File: config.mk
export PLATFORM = sky130hd
export DESIGN_NAME = nios2_qsys_oci_dct_packer
export DESIGN_NICKNAME = d
export VERILOG_FILES = /design/src/rtl/nios2_qsys_oci_dct_packer.sv
export SDC_FILE = /design/constraint.sdc
export NUM_CORES = 1
export LEC_CHECK = 0
export ABC_CLOCK_PERIOD_IN_PS = 3130
export CORE_MARGIN = 2
export CORE_UTILIZATION = 50
export CTS_BUF_LIST = sky130_fd_sc_hd__clkbuf_8
export DETAILED_ROUTE_END_ITERATION = 12
export GPL_TIMING_DRIVEN = 0
export PLACE_DENSITY = 0.74
export RECOVER_POWER = 100
export SYNTH_ARGS = -nofsm -noshare
export SYNTH_HDL_FRONTEND = slang
export SYNTH_SLANG_ARGS = --single-unit
File: constraint.sdc
create_clock -name clk -period 3.13 [get_ports clk]
set_input_delay 0.626 -clock clk [delete_from_list [all_inputs] [get_ports clk]]
set_output_delay 0.626 -clock clk [all_outputs]
set_load 0.05 [all_outputs]
File: src/rtl/nios2_qsys_oci_dct_packer.sv
// Packs 2-bit OCI data-trace codes into 30-bit buffer words with a slot count,
// hands them to the sink over valid/ready, and sequences the end-of-test drain.
module nios2_qsys_oci_dct_packer #(
  parameter int SLOTS  = 15,
  parameter int CODE_W = 2
) (
  input  logic                      clk,
  input  logic                      reset,
  input  logic                      code_valid,
  input  logic [CODE_W-1:0]         code_in,
  output logic                      code_ready,
  input  logic                      flush,
  output logic [SLOTS*CODE_W-1:0]   dct_buffer,
  output logic [3:0]                dct_count,
  output logic                      dct_valid,
  input  logic                      dct_ready,
  input  logic                      test_ending,
  output logic                      test_has_ended
);

  localparam int W = SLOTS * CODE_W;
  localparam logic [3:0] FULL_CNT = 4'(SLOTS);

  localparam logic [1:0] ST_RUN    = 2'd0;
  localparam logic [1:0] ST_ENDING = 2'd1;
  localparam logic [1:0] ST_ENDED  = 2'd2;

  logic [W-1:0] acc;
  logic [3:0]   acc_cnt;
  logic         flush_pending;
  logic [1:0]   state;

  logic         accept;
  logic [W-1:0] acc_next;
  logic [3:0]   cnt_next;
  logic         slot_free;
  logic         flush_req;
  logic         xfer;
  logic [1:0]   state_next;

  assign code_ready = (state == ST_RUN) && (acc_cnt < FULL_CNT);

  // Post-accept view of the accumulator and the transfer decision made on it.
  always_comb begin
    accept    = code_valid & code_ready;
    acc_next  = acc;
    cnt_next  = acc_cnt;
    if (accept) begin
      acc_next = {acc[W-CODE_W-1:0], code_in};
      cnt_next = acc_cnt + 4'd1;
    end else begin
      acc_next = acc;
      cnt_next = acc_cnt;
    end
    slot_free = !dct_valid || dct_ready;
    flush_req = flush_pending || flush || (state == ST_ENDING);
    xfer      = slot_free &&
                ((cnt_next == FULL_CNT) || (flush_req && (cnt_next != 4'd0)));
  end

  // Drain sequencing; ENDED only once the accumulator and output slot are both clear.
  always_comb begin
    state_next = state;
    case (state)
      ST_RUN: begin
        if (test_ending) state_next = ST_ENDING;
        else             state_next = ST_RUN;
      end
      ST_ENDING: begin
        if ((acc_cnt == 4'd0) && slot_free) state_next = ST_ENDED;
        else                                state_next = ST_ENDING;
      end
      ST_ENDED: state_next = ST_ENDED;
      default:  state_next = ST_RUN;
    endcase
  end

  // Accumulator, output slot and state registers.
  always_ff @(posedge clk) begin
    if (reset) begin
      acc            <= '0;
      acc_cnt        <= 4'd0;
      flush_pending  <= 1'b0;
      state          <= ST_RUN;
      dct_buffer     <= '0;
      dct_count      <= 4'd0;
      dct_valid      <= 1'b0;
      test_has_ended <= 1'b0;
    end else begin
      state          <= state_next;
      test_has_ended <= (state == ST_ENDED);
      if (xfer) begin
        dct_buffer    <= acc_next;
        dct_count     <= cnt_next;
        dct_valid     <= 1'b1;
        acc           <= '0;
        acc_cnt       <= 4'd0;
        flush_pending <= 1'b0;
      end else begin
        acc     <= acc_next;
        acc_cnt <= cnt_next;
        if (slot_free) dct_valid <= 1'b0;
        // A flush that cannot go out now is remembered, unless there is nothing to send.
        if (flush) flush_pending <= (cnt_next != 4'd0);
      end
    end
  end

endmodule

==> results of run 1 <==
[cells in the mapped netlist, drive strengths merged (2+ instances only)]
library cell	count	share of area [%]
dfxtp	73	48
a211oi	67	16
nor3	35	8.8
mux2i	32	10
buf	15	4.0
clkbuf	13	1.6
nor2	9	1.1
nand2	5	0.61
nor4	5	1.2
inv	4	0.49
nor4b	3	0.86
a21boi	2	0.49
ha	2	0.82
nand3	2	0.33
nor2b	2	0.41
xnor2	2	0.57
[state kept, by name, indices dropped and copies added (netlist names)]
| name | count |
|---|---|
| acc | 30 |
| dct_buffer | 30 |
| acc_cnt | 4 |
| dct_count | 4 |
| state | 2 |
| dct_valid | 1 |
| flush_pending | 1 |
| test_has_ended | 1 |
[worst max-delay path, cell delays in order (launching register included)]
cell and delay, ps:
dfxtp_1 430, inv_1 140, ha_1 370, nor2_1 50
nor4b_1 150, nor4_2 960, a21o_4 250, buf_6 160
buf_6 160, nor3_1 60
[cells by family (layout without fill, tap and decap cells)]
family	count (synthesis)	count (layout)	share of synthesized area [%]
adder cells (fa/ha/maj)	2	2	0.816
AND/OR/NAND/NOR	68	68	15.4
flip-flops	73	73	47.6
multiplexers	32	32	10.4
AO/OA/AOI/OAI	76	76	19.0
XOR/XNOR	2	2	0.571
buffers and inverters	32	91	6.12
[final cells by class]
cell class                      count  area [um^2]  area share (%)
Multi-Input combinational cell    180         1330            36.1
Buffer                             28          169            4.57
Clock buffer                       10          138            3.73
Inverter                            4         15.0           0.407
Tap cell                           75         93.8            2.54
Timing Repair Buffer               43          430            11.7
Sequential cell                    73         1460            39.6
Clock inverter                      6         51.3            1.39
[placed cells by master, fill, tap and decap left out, types with 3 or more instances in the layout]
cell | netlist | final
dfxtp_1 | 73 | 73
a211oi_1 | 67 | 67
dlygate4sd3_1 | 0 | 38
nor3_1 | 16 | 33
mux2i_1 | 32 | 32
clkbuf_1 | 13 | 14
clkbuf_8 | 0 | 10
nor2_1 | 9 | 9
inv_1 | 4 | 7
buf_6 | 4 | 5
nand2_1 | 5 | 5
clkbuf_2 | 0 | 5
clkdlybuf4s50_1 | 0 | 5
nor4_1 | 4 | 4
buf_2 | 8 | 3
nor4b_1 | 3 | 3
[where the power goes]
part	switching [mW]	total, mW	internal [mW]
combinational	0.912	1.38	0.472
clock	0.339	0.718	0.379
sequential	0.0827	1.15	1.07
total	1.33	3.26	1.92
[metrics by stage]
stage	setup WS (ps)	cell area (um^2)	util (%)	power (mW)	cells
6_report	252	3690	62.4	3.26	419
5_1_grt	76.4	3690	62.4	3.41	419
4_1_cts	253	3780	63.9	3.34	419
3_5_place_dp	4.16	3590	60.7	2.63	403
3_3_place_gp	3.80	3590	60.7	2.61	403
2_1_floorplan	685	3070	-	2.22	285
[final timing paths]
check	start	endpoint	slack [ps]
hold reg to reg	acc[29]$_SDFF_PP0_	acc[29]$_SDFF_PP0_	560
setup / recovery	acc_cnt[0]$_SDFF_PP0_	acc[11]$_SDFF_PP0_	250
hold / removal	acc[29]$_SDFF_PP0_	acc[29]$_SDFF_PP0_	560
setup reg to reg	acc_cnt[0]$_SDFF_PP0_	acc[11]$_SDFF_PP0_	250
[routing by layer]
metal	up-vias	track usage (%)	share of wire [%]
li1	1201	-	-
met1	1155	30.7	50
met2	55	33.9	45
met3	9	4.67	3.5
met4	0	9.50	1.7
met5	-	0	0
==> reports/results.tsv, run 1 <==
metric	value	unit
status	complete, no violations	
tightest_slew	1110	ps
grt_antenna_before_repair	0	
setup_viol	0	
post_cts_buffers	0	
slew_headroom	25.2	%
cap_violations	0	
drv_slew	0	
viasPerCell	5.78	
wl	6920	um
clk_pin_slew	70	ps
syn-num-nets	295	
path_class	reg2reg	
area_growth	20.4	%
nNetsFinal	349	
gp_congestion	0.866	
timing.hold.ws	559	ps
yosys_register_bits	73	
core	0.00592	mm^2
hp-class	reg2reg	
vias	2420	
syn_area	0.00307	mm^2
ant_nets	0	
fillers	531	
synth.avg_cell_area	10.8	um^2
endpoint_kind	register	
die_w	82.3	um
initialDrtViolationCount	144	
grt_pass1_vias	2319	
clockBufferDepth	2	
drc_errors	0	
period_share	92.0	%
ios	45	
dieArea	0.00678	mm^2
worstSetupStartpointType	register	
grt.overflow.total	0	
path_max_fanout	10	
synth.distinct_cells	36	
dp_hpwl	4730	um
power_density	882	mW/mm^2
synth_flop_cell	dfxtp_1	
tritoncts	yes	
drive_gt1_share	10.5	%
max-vdd-ir-drop	0.494	mV
gr-usage-all-layers	22.3	%
grt_pass1_wl	11300	um
holdPathStages	2	
p_leak	1.48	nW
insertedDiodeCount	0	
synthCells	285	
numCtsBuffers	9	
r2r_cells	9	
htreeDepth	3	
skew	8.14	ps
fp.dieH	82.3	um
cts-resized-gates	0	
fmax	0.347	GHz
tns	0	ps
synth_edf_count	0	
initial_core_util	51.8	%
grt_max_degree	12	
ys_warn_count	0	
first_pass_iters	4	
post_drt_wl_per_cell	16.5	um
cts_hold_buffers	0	
num_rows	28	
finalHoldViolations	0	
rsz0062_at_grt	no	
clk_latency	350	ps
crit_required	3350	ps
port_buffers	43	
cp.arrival	3100	ps
clkSinkCount	73	
cts-root-buf	clkbuf_8	
fin_crit	2880	ps
ys_async_sr_fraction	0	%
seq_area_frac_synth	47.6	%
Note: power is estimated with default switching activity, not from simulation.
==> inputs of run 2 (changes only) <==
- ABC_CLOCK_PERIOD_IN_PS: 3130 -> 2300
- PLACE_DENSITY: 0.74 -> 0.77
- RECOVER_POWER: 100 -> 25
- clock period: 3.13 -> 2.3 ns (I/O delays scaled with it)
==> reports/results.tsv, run 2 (synthesis gave the netlist of run 1 again) <==
metric	value	unit
slew_headroom	55.8	%
gp_congestion	0.829	
path_class	reg2reg	
dp_hpwl	4570	um
drc_errors	0	
cpMaxStageDelayCell	a311oi_4	
grt.met2_usage	36.0	%
gr-usage-all-layers	22.5	%
grtUsageMet3	4.24	%
critPathBufInv	3	
wl	7930	um
vias	2567	
viasPerCell	5.89	
grt_pass1_wl	11500	um
max-vdd-ir-drop	0.661	mV
ios	45	
clk_pin_slew	70	ps
period_share	103	%
initialDrtViolationCount	199	
grtUsageMet1	29.3	%
status	finished with violations	
num_rows	28	
insertedDiodeCount	0	
final_common_cell	dfxtp_1	
finalHoldViolations	0	
cts_hold_buffers	0	
worstSetupStartpointType	register	
dieArea	0.00678	mm^2
post_drt_wl_per_cell	18.2	um
port_buffers	43	
setup_viol	49	
grt_antenna_before_repair	0	
first_pass_iters	4	
skew	5.47	ps
final_cell_mix	71 x dfxtp_1, 49 x a211oi_1, 41 x clkdlybuf4s50_1	
stdcell_area	0.00420	mm^2
cts-root-buf	clkbuf_8	
grt.overflow.total	0	
initial_core_util	51.8	%
tritoncts	yes	
grt-busiest-layer	met2	
pre_cts_slack	-617	ps
crit_required	2500	ps
ant_nets	0	
cp.arrival	2570	ps
post-route-util	70.9	%
reg_top3	acc: 30 flops, dct_buffer: 30 flops	
setup_ws	-70.3	ps
core	0.00592	mm^2
fin_crit	2370	ps
die_w	82.3	um
fp.dieH	82.3	um
p_leak	1.59	nW
clkSinkCount	73	
fmax	0.422	GHz
hp-class	reg2reg	
post_dp_cell_area	0.00360	mm^2
tightest_slew	663	ps
power_density	1160	mW/mm^2
grt_pass1_vias	2425	
endpoint_kind	register	
drive_gt1_share	29.4	%
numCtsBuffers	9	
cap_violations	0	
violations	negative setup slack	
r2r_slack	-70	ps
htreeDepth	3	
rsz0062_at_grt	yes	
clockBufferDepth	2	
area_growth	36.9	%
clk_latency	340	ps
tns	-1640	ps
grt_max_degree	11	
cpPeakStageDelay	480	ps
timing.critical_path.max_delay_family	compound AO/OA/AOI/OAI gates	
drv_slew	0	
nNetsFinal	368	
path_max_fanout	10	
crit_chain	inv_6 -> ha_4 -> nor2b_4 -> nand4_1 -> a311oi_4 -> buf_4 -> a21o_4 -> buf_2 -> nor3_1	
-- run 2: final cells by class --
| cell class | instances | area [um^2] |
|---|---|---|
| flip-flops and latches | 73 | 1470 |
| inverters | 4 | 20.0 |
| clock buffers | 11 | 151 |
| repair buffers | 62 | 623 |
| multi-input cells | 180 | 1630 |
| well taps | 75 | 93.8 |
| clock inverters | 3 | 11.3 |
| fillers | 443 | 1720 |
| plain buffers | 28 | 199 |
-- run 2: through the flow --
step | instances | hold slack, ps | power [mW]
3_5_place_dp | 403 | 542 | 3.58
4_1_cts | 422 | 559 | 4.52
6_report | 436 | 561 | 4.85
5_1_grt | 436 | 593 | 5.05
2_1_floorplan | 285 | 507 | 3.03
3_3_place_gp | 403 | 531 | 3.55
-- run 2: tightest hold or removal path: stages (launching register included) --
cell	delay, ps
dfxtp_1	330
mux2i_1	90
nor3_2	100
-- run 2: worst paths after layout --
check                                      startpoint                  to  depth (start not counted)
worst max register to register  acc_cnt[0]$_SDFF_PP0_  acc[28]$_SDFF_PP0_                          9
worst min register to register     acc[10]$_SDFF_PP0_  acc[12]$_SDFF_PP0_                          2
worst min-delay path               acc[10]$_SDFF_PP0_  acc[12]$_SDFF_PP0_                          2
worst max-delay path            acc_cnt[0]$_SDFF_PP0_  acc[28]$_SDFF_PP0_                          9
-- run 2: what timing repair did --
| action | CTS | global route |
|---|---|---|
| pin swaps | 3 | 4 |
| buffers inserted | 6 | 11 |
| setup endpoints to repair | 71 | 67 |
| cloned | 0 | 3 |
| gates resized for setup | 18 | 48 |
-- run 2: layer usage --
metal,up-vias,routed length (um)
li1,1227,-
met3,19,308
met4,0,170
met1,1256,3490
met2,65,3970
met5,-,0
-- run 2: report_power, final --
part | internal, mW | total (mW) | switching (mW)
clock | 0.428 | 0.884 | 0.456
combinational | 0.973 | 2.37 | 1.40
sequential | 1.46 | 1.60 | 0.139
==> inputs of run 3 (changes only) <==
- PLACE_DENSITY: 0.77 -> unset
- PLACE_DENSITY_LB_ADDON: unset -> 0.08
==> reports/results.tsv, run 3 (synthesis gave the netlist of run 1 again) <==
metric	value	unit
max-vdd-ir-drop	0.701	mV
post_drt_wl_per_cell	16.7	um
setup_ws	-31.7	ps
final_cell_mix	71 x dfxtp_1, 50 x a211oi_1, 31 x mux2i_1	
grt_antenna_before_repair	0	
first_pass_iters	4	
die_w	82.3	um
fillers	470	
initial_core_util	51.8	%
cts-root-buf	clkbuf_8	
clkSinkCount	73	
ios	45	
grt_pass1_wl	11200	um
drv_slew	0	
insertedDiodeCount	0	
numCtsBuffers	9	
setup_viol	18	
initialDrtViolationCount	115	
viasPerCell	5.76	
dp_hpwl	4650	um
fin_crit	2330	ps
cp.arrival	2550	ps
clockBufferDepth	2	
tightest_slew	750	ps
ant_nets	0	
num_rows	28	
htreeDepth	3	
fmax	0.429	GHz
power_density	1170	mW/mm^2
gp_congestion	0.805	
hp-class	reg2reg	
path_max_fanout	10	
drc_errors	0	
endpoint_kind	register	
drive_gt1_share	27.5	%
clk_pin_slew	80	ps
p_leak	1.53	nW
nNetsFinal	354	
grt.overflow.total	0	
stdcell_area	0.00407	mm^2
wl	7080	um
skew	9.63	ps
fp.dieH	82.3	um
reg_top3	acc: 30 flops, dct_buffer: 30 flops	
period_share	101	%
port_buffers	43	
crit_required	2520	ps
path_class	in2reg	
status	finished with violations	
gr-usage-all-layers	22.2	%
post_dp_cell_area	0.00360	mm^2
cap_violations	0	
grt_max_degree	14	
timing.hold.ws	562	ps
multi_input_area	0.00163	mm^2
final_common_cell	dfxtp_1	
rsz0062_at_grt	yes	
dieArea	0.00678	mm^2
tritoncts	yes	
vias	2441	
total_power	4.75	mW
area_growth	32.5	%
clk_latency	350	ps
grt_pass1_vias	2264	
violations	negative setup slack	
core	0.00592	mm^2
worstSetupStartpointType	primary input	
slew_headroom	50.0	%
seq_area	0.00147	mm^2
finalHoldViolations	0	
==> run 3: cell count changes in the layout (fill, tap and decap cells not counted), moves of 2 or more <==
| cell | previous run | this run |
|---|---|---|
| clkbuf_1 | 9 | 11 |
| nor3_2 | 19 | 21 |
| clkdlybuf4s50_1 | 41 | 30 |
| dlygate4sd3_1 | 0 | 12 |
| inv_1 | 5 | 3 |
| buf_4 | 19 | 6 |
| buf_6 | 3 | 5 |
| nor3_1 | 16 | 13 |
| clkinv_4 | 0 | 2 |
| clkbuf_16 | 3 | 0 |
==> run 3: final timing paths <==
check	startpoint	to	slack [ps]	cells after the start
worst max register to register	acc_cnt[1]$_SDFF_PP0_	dct_buffer[13]$_SDFFE_PP0P_	10	8
worst min-delay path	acc[17]$_SDFF_PP0_	acc[17]$_SDFF_PP0_	560	2
worst min register to register	acc[17]$_SDFF_PP0_	acc[17]$_SDFF_PP0_	560	2
worst max-delay path	code_valid	dct_buffer[13]$_SDFFE_PP0P_	-30	8
==> run 3: timing repair <==
action | in CTS | in global routing
buffers inserted | 7 | 0
gates resized for setup | 24 | 33
pin swaps | 3 | 5
hold buffers | 0 | 0
endpoints found under the setup margin | 71 | 71
endpoints found under the hold margin | 0 | 0
==> run 3: metrics by stage <==
stage	utilization, %	worst slack [ps]	cells	setup TNS, ps
CTS	67.0	-22.0	425	-295
detailed placement	60.8	-610	403	-34790
global route	68.7	-115	424	-3610
finish	68.7	-31.7	424	-164
floorplan	-	7.51	285	0
global placement	60.8	-544	403	-32450
==> run 3: critical path, cell delays in order <==
cell and delay (ps):
clkdlybuf4s50_1 500, or3b_4 460, o2111ai_4 240, a311oi_4 120, buf_6 170, buf_2 200
a211oi_1 320, a211oi_2 80
==> run 3: per-layer routing <==
| metal | track usage, % | routed length, um |
|---|---|---|
| met2 | 32.2 | 3210 |
| met5 | 0 | 0 |
| met3 | 4.35 | 299 |
| met1 | 31.2 | 3430 |
| met4 | 11.3 | 136 |
==> run 3: layout make-up <==
class	instances	area share [%]
Buffer	28	4.58
Clock buffer	10	3.38
Clock inverter	6	1.66
Inverter	4	0.431
Multi-Input combinational cell	180	40.0
Sequential cell	73	36.1
Tap cell	75	2.31
Timing Repair Buffer	48	11.5
==> run 3: report_power, final <==
part           total [mW]  switching, mW  internal, mW
Clock                1.03          0.493         0.534
Sequential           1.59          0.131          1.46
Combinational        2.14           1.34         0.799
